File: src/rtl/sonic_vc_tx_pkg.sv
// Shared definitions for the VC TX FIFO output adapter.
// These are the word field offsets and the serialiser state encoding.
package sonic_vc_tx_pkg;

    localparam int unsigned SOP_BIT   = 128;
    localparam int unsigned EOP_BIT   = 129;
    localparam int unsigned ERR_BIT   = 130;
    localparam int unsigned EMPTY_LSB = 131;

    typedef enum logic [1:0] {
        ST_EMPTY,
        ST_HI,
        ST_LO
    } state_t;

endpackage

File: src/rtl/sonic_vc_tx_fifo_out_adapter.sv
// Serialises 133-bit TX FIFO words into one or two 64-bit beats.
// It also counts forwarded packets and flags framing violations.
module sonic_vc_tx_fifo_out_adapter
    import sonic_vc_tx_pkg::*;
#(
    parameter int IN_WIDTH  = 133,
    parameter int OUT_WIDTH = 64,
    parameter int CNT_WIDTH = 32
) (
    input  logic                 clk,
    input  logic                 reset,
    input  logic                 in_valid,
    output logic                 in_ready,
    input  logic [IN_WIDTH-1:0]  in_data,
    output logic                 out_valid,
    input  logic                 out_ready,
    output logic [OUT_WIDTH-1:0] out_data,
    output logic                 out_sop,
    output logic                 out_eop,
    output logic                 out_empty,
    output logic                 out_error,
    output logic [CNT_WIDTH-1:0] pkt_count,
    output logic                 proto_err
);

    state_t              state;
    state_t              state_nx;
    logic [IN_WIDTH-1:0] h;
    logic                in_pkt;

    logic       h_sop;
    logic       h_eop;
    logic       h_err;
    logic [1:0] h_empty;
    logic       single;
    logic       final_beat;
    logic       in_acc;
    logic       out_acc;
    logic       in_sop;
    logic       in_eop;

    assign h_sop   = h[SOP_BIT];
    assign h_eop   = h[EOP_BIT];
    assign h_err   = h[ERR_BIT];
    assign h_empty = h[EMPTY_LSB +: 2];
    assign single  = h_eop && (h_empty >= 2'd2);

    assign final_beat = ((state == ST_HI) && single) || (state == ST_LO);
    assign in_ready   = !reset && ((state == ST_EMPTY) || (out_ready && final_beat));
    assign in_acc     = in_valid && in_ready;
    assign out_acc    = out_valid && out_ready;
    assign in_sop     = in_data[SOP_BIT];
    assign in_eop     = in_data[EOP_BIT];

    always_ff @(posedge clk) begin
        if (reset) begin
            state <= ST_EMPTY;
        end else begin
            state <= state_nx;
        end
    end

    always_comb begin
        state_nx = state;
        unique case (state)
            ST_EMPTY: if (in_acc) state_nx = ST_HI;
            ST_HI: begin
                if (out_ready) begin
                    if (single) state_nx = in_acc ? ST_HI : ST_EMPTY;
                    else        state_nx = ST_LO;
                end
            end
            ST_LO: if (out_ready) state_nx = in_acc ? ST_HI : ST_EMPTY;
            default: state_nx = ST_EMPTY;
        endcase
    end

    always_comb begin
        out_valid = 1'b0;
        out_data  = '0;
        out_sop   = 1'b0;
        out_eop   = 1'b0;
        out_empty = 1'b0;
        out_error = 1'b0;
        unique case (state)
            ST_HI: begin
                out_valid = 1'b1;
                out_data  = h[OUT_WIDTH +: OUT_WIDTH];
                out_sop   = h_sop;
                if (single) begin
                    // empty is 2 or 3 here, so empty - 2 is just its LSB
                    out_eop   = 1'b1;
                    out_empty = h_empty[0];
                    out_error = h_err;
                end
            end
            ST_LO: begin
                out_valid = 1'b1;
                out_data  = h[0 +: OUT_WIDTH];
                out_eop   = h_eop;
                out_empty = h_eop & h_empty[0];
                out_error = h_eop & h_err;
            end
            default: ;
        endcase
    end

    always_ff @(posedge clk) begin
        if (reset) begin
            h         <= '0;
            in_pkt    <= 1'b0;
            proto_err <= 1'b0;
            pkt_count <= '0;
        end else begin
            if (in_acc) begin
                h <= in_data;
                if ((in_sop && in_pkt) || (!in_sop && !in_pkt)) proto_err <= 1'b1;
                if (in_eop)      in_pkt <= 1'b0;
                else if (in_sop) in_pkt <= 1'b1;
            end
            if (out_acc && out_eop) pkt_count <= pkt_count + CNT_WIDTH'(1);
        end
    end

endmodule
File: config.mk
export PLATFORM = sky130hd
export DESIGN_NAME = sonic_vc_tx_fifo_out_adapter
export DESIGN_NICKNAME = d
export VERILOG_FILES = /design/src/rtl/sonic_vc_tx_pkg.sv /design/src/rtl/sonic_vc_tx_fifo_out_adapter.sv
export SDC_FILE = /design/constraint.sdc
export NUM_CORES = 1
export LEC_CHECK = 0
export CORE_AREA = 8 8 121 123
export DETAILED_ROUTE_END_ITERATION = 10
export DIE_AREA = 0 0 129 131
export DONT_BUFFER_PORTS = 1
export PLACE_DENSITY = 0.73
export RECOVER_POWER = 25
export SLEW_MARGIN = 0
export SYNTH_ARGS = -nofsm -noshare
export SYNTH_HDL_FRONTEND = slang
export SYNTH_SLANG_ARGS = --single-unit
export TNS_END_PERCENT = 30
File: constraint.sdc
create_clock -name clk -period 3 [get_ports clk]
set_input_delay 0.6 -clock clk [delete_from_list [all_inputs] [get_ports clk]]
set_output_delay 0.6 -clock clk [all_outputs]
set_load 0.005 [all_outputs]
==> results_dict.tcl <==
set metrics [dict create \
    worst-setup-path-type "register to register" \
    finClkSkew_ns 0.00464 \
    worst_setup_path_start_kind "register" \
    yosys.area.top_type "dfxtp_1" \
    instances_no_fill 1099 \
    min_to "pkt_count[20]" \
    synthCells 983 \
    fin_area_um2 8290 \
    synthArstFlopShare 0 \
    cp_max_fo 71 \
    reg2reg_to "h[125]" \
    slowest_stage "a21o_1" \
    clk_pin_slew_worst_paths_ns 0.06 \
    grt_pass1_vias 6691 \
    status "finished, final reports clean" \
    cp-end-kind "register" \
    port_buffers 0 \
    drc 0 \
    finalHoldViolations 0 \
    cts_tree "yes" \
    core_region_area_um2 12900 \
    drt_first_pass_iters 6 \
    post-cts-setup-buffers 0 \
    antenna_found_initial 0 \
    synthTopCellsByArea "dfxtp_1 43%, a21oi_1 9.8%, nand3_1 9.3%" \
    dp_cells 1068 \
    total_power_w 0.00533 \
    avgSynthCellArea_um2 7.93 \
    post_synth_instance_area_um2 7790 \
    worstMarginPinSlew_ns 1.05 \
    fmax_ghz 0.364 \
    hold_class "primary input to register" \
    syn_to_final_growth_pct 6.36 \
    yosysSeqAreaShare 0.434 \
    wl_per_cell_um 20.5 \
    fin_nets 1053 \
    setup_ws_ns 0.256 \
    clockBufferDepth 2 \
    fin_crit_ns 2.74 \
    drt-initial-drc-count 707 \
    cts_root_buf "clkbuf_16" \
    whs_path_depth 1 \
    rsz0062_at_grt "no" \
    gp_congestion 0.810 \
    cts_repair_resize_count 0 \
    htree_num_levels 4 \
    grt-ovfl-total 0 \
    start_util 0.605 \
    ant_nets 0 \
    peakVddDrop_v 0.000434 \
    required_ns 3.35 \
    crit_chain "inv_1 -> ha_1 -> a31o_1 -> a21o_1 -> buf_6 -> nand3_1 -> a21oi_1" \
    drive_above_1_share 0.0563 \
    core.rowCount 42 \
    rrSetupSlack_ns 0.26 \
    ys.flop_type "dfxtp_1" \
    finalSetupTns_ns 0 \
    post-place-ws_ns 0.614 \
    yosys_warnings 0 \
    netlist_top_cells_count "169 x dfxtp_1, 153 x a21oi_1, 145 x nand3_1" \
    drv_slew 0 \
    track_usage 0.252 \
    arrival_ns 3.10 \
    viasPerCell 6.53 \
    clock_latency_ns 0.42 \
    worst_r2r_startpoint "state[1]" \
    cap_violations 0 \
    reg2reg_depth 7 \
    yosysMostFrequentCell "dfxtp_1" \
    hpwl_um 14400 \
    power_density_nw_per_um2 643 \
    dr_total_vias 7172 \
    die_area_um2 16900 \
    worstHoldStart "reset" \
    ys_ff_latch 169 \
    slowest_delay_ns 0.83 \
    slew_headroom 0.303 \
    yosysUniqueCellTypes 38 \
    grt_pass1_wl_um 34000 \
    io_pins 240 \
    fin_crit_sh 0.915 \
    drt_wl_total_um 22500 \
    grt_max_degree 180 \
    power_leakage_nw 2.59 \
    synth_top_cell_area_share 0.434 \
    clock_sinks 169 \
    cts_buffers 17 \
    setup_viol 0 \
    dpl_cell_area_um2 7760 \
    diodes 0 \
    postCtsHoldBufs 0 \
    synth_edf_count 0 \
    synthesis.nets 1125 \
    die_y_um 131 \
    die_w_um 129 \
]
## final cells by class
| class | count | area, µm² |
|---|---|---|
| clock buffers | 24 | 502 |
| clock inverters | 7 | 66.3 |
| fillers | 1091 | 4580 |
| inverters | 11 | 42.5 |
| multi-input cells | 701 | 3980 |
| flip-flops and latches | 169 | 3380 |
| well taps | 176 | 220 |
| repair buffers | 11 | 96.3 |
## routing by layer
metal,up-vias,global-route usage,wire [µm]
met5,-,0,0
met1,3401,0.294,8910
li1,3412,-,-
met3,39,0.0970,2280
met2,320,0.405,10800
met4,0,0.114,539
## worst max path at each step
stage             start            end  slack [ns]  cells after the start
2_1_floorplan  state[1]       in_ready        0.70                      7
3_3_place_gp   state[0]  pkt_count[28]        0.69                      6
3_5_place_dp   state[1]  pkt_count[31]        0.61                      6
4_1_cts        state[1]   out_data[58]        0.33                      4
5_1_grt        state[1]         h[125]        0.13                      7
6_report       state[1]         h[125]        0.26                      7
## sequential cells by signal, indices dropped and copies added, names as in the netlist
| register | cells |
|---|---|
| h | 133 |
| pkt_count | 32 |
| state | 2 |
| in_pkt | 1 |
| proto_err | 1 |
## worst max-delay path: cells and delay by family, from the launching register on
kind                       cells  cell delay (ns)
adders and majority gates      1             0.25
and+or+nand+nor                1             0.18
DFF                            1             0.35
buffers and inverters          2             0.61
AOI/OAI and AO/OA              3             1.21
## stage by stage
step                utilization  hold WS [ns]
finish                    0.644         0.263
detailed placement        0.603         0.463
floorplan                     -         0.454
global route              0.644         0.222
global placement          0.603         0.455
CTS                       0.647         0.242
## report_power, final
part / total, W / internal [W] / switching [W]
registers: 0.00248 / 0.00240 / 0.0000806
logic: 0.000753 / 0.000251 / 0.000502
clock network: 0.00210 / 0.00124 / 0.000852
total: 0.00533 / 0.00390 / 0.00143
## logic make-up after synthesis
kind of cell | synth area share
compound gates | 0.267
xor+xnor | 0.0101
fa+ha+maj | 0.00803
buf+inv | 0.0557
flops | 0.434
mux | 0.0101
simple gates | 0.215
## cell usage in the layout, fill, tap and decap left out, types with 2 or more instances in the layout
cell,count
dfxtp_1,169
a21oi_1,153
nand3_1,145
o21ai_0,141
nor2b_1,71
a22oi_1,64
nor2_1,21
clkbuf_16,17
nand2_1,13
or4_1,12
nand4_1,11
inv_1,10
o31ai_1,9
or3_1,8
buf_4,8
mux2_2,7
nor3_1,6
xor2_1,6
clkinv_2,5
clkbuf_8,5
and4_1,4
ha_1,4
nor4_1,3
xnor2_1,3
and2_0,2
a21o_1,2
and2_1,2
a31oi_1,2
clkbuf_1,2
(Power assumes the default switching activity.)
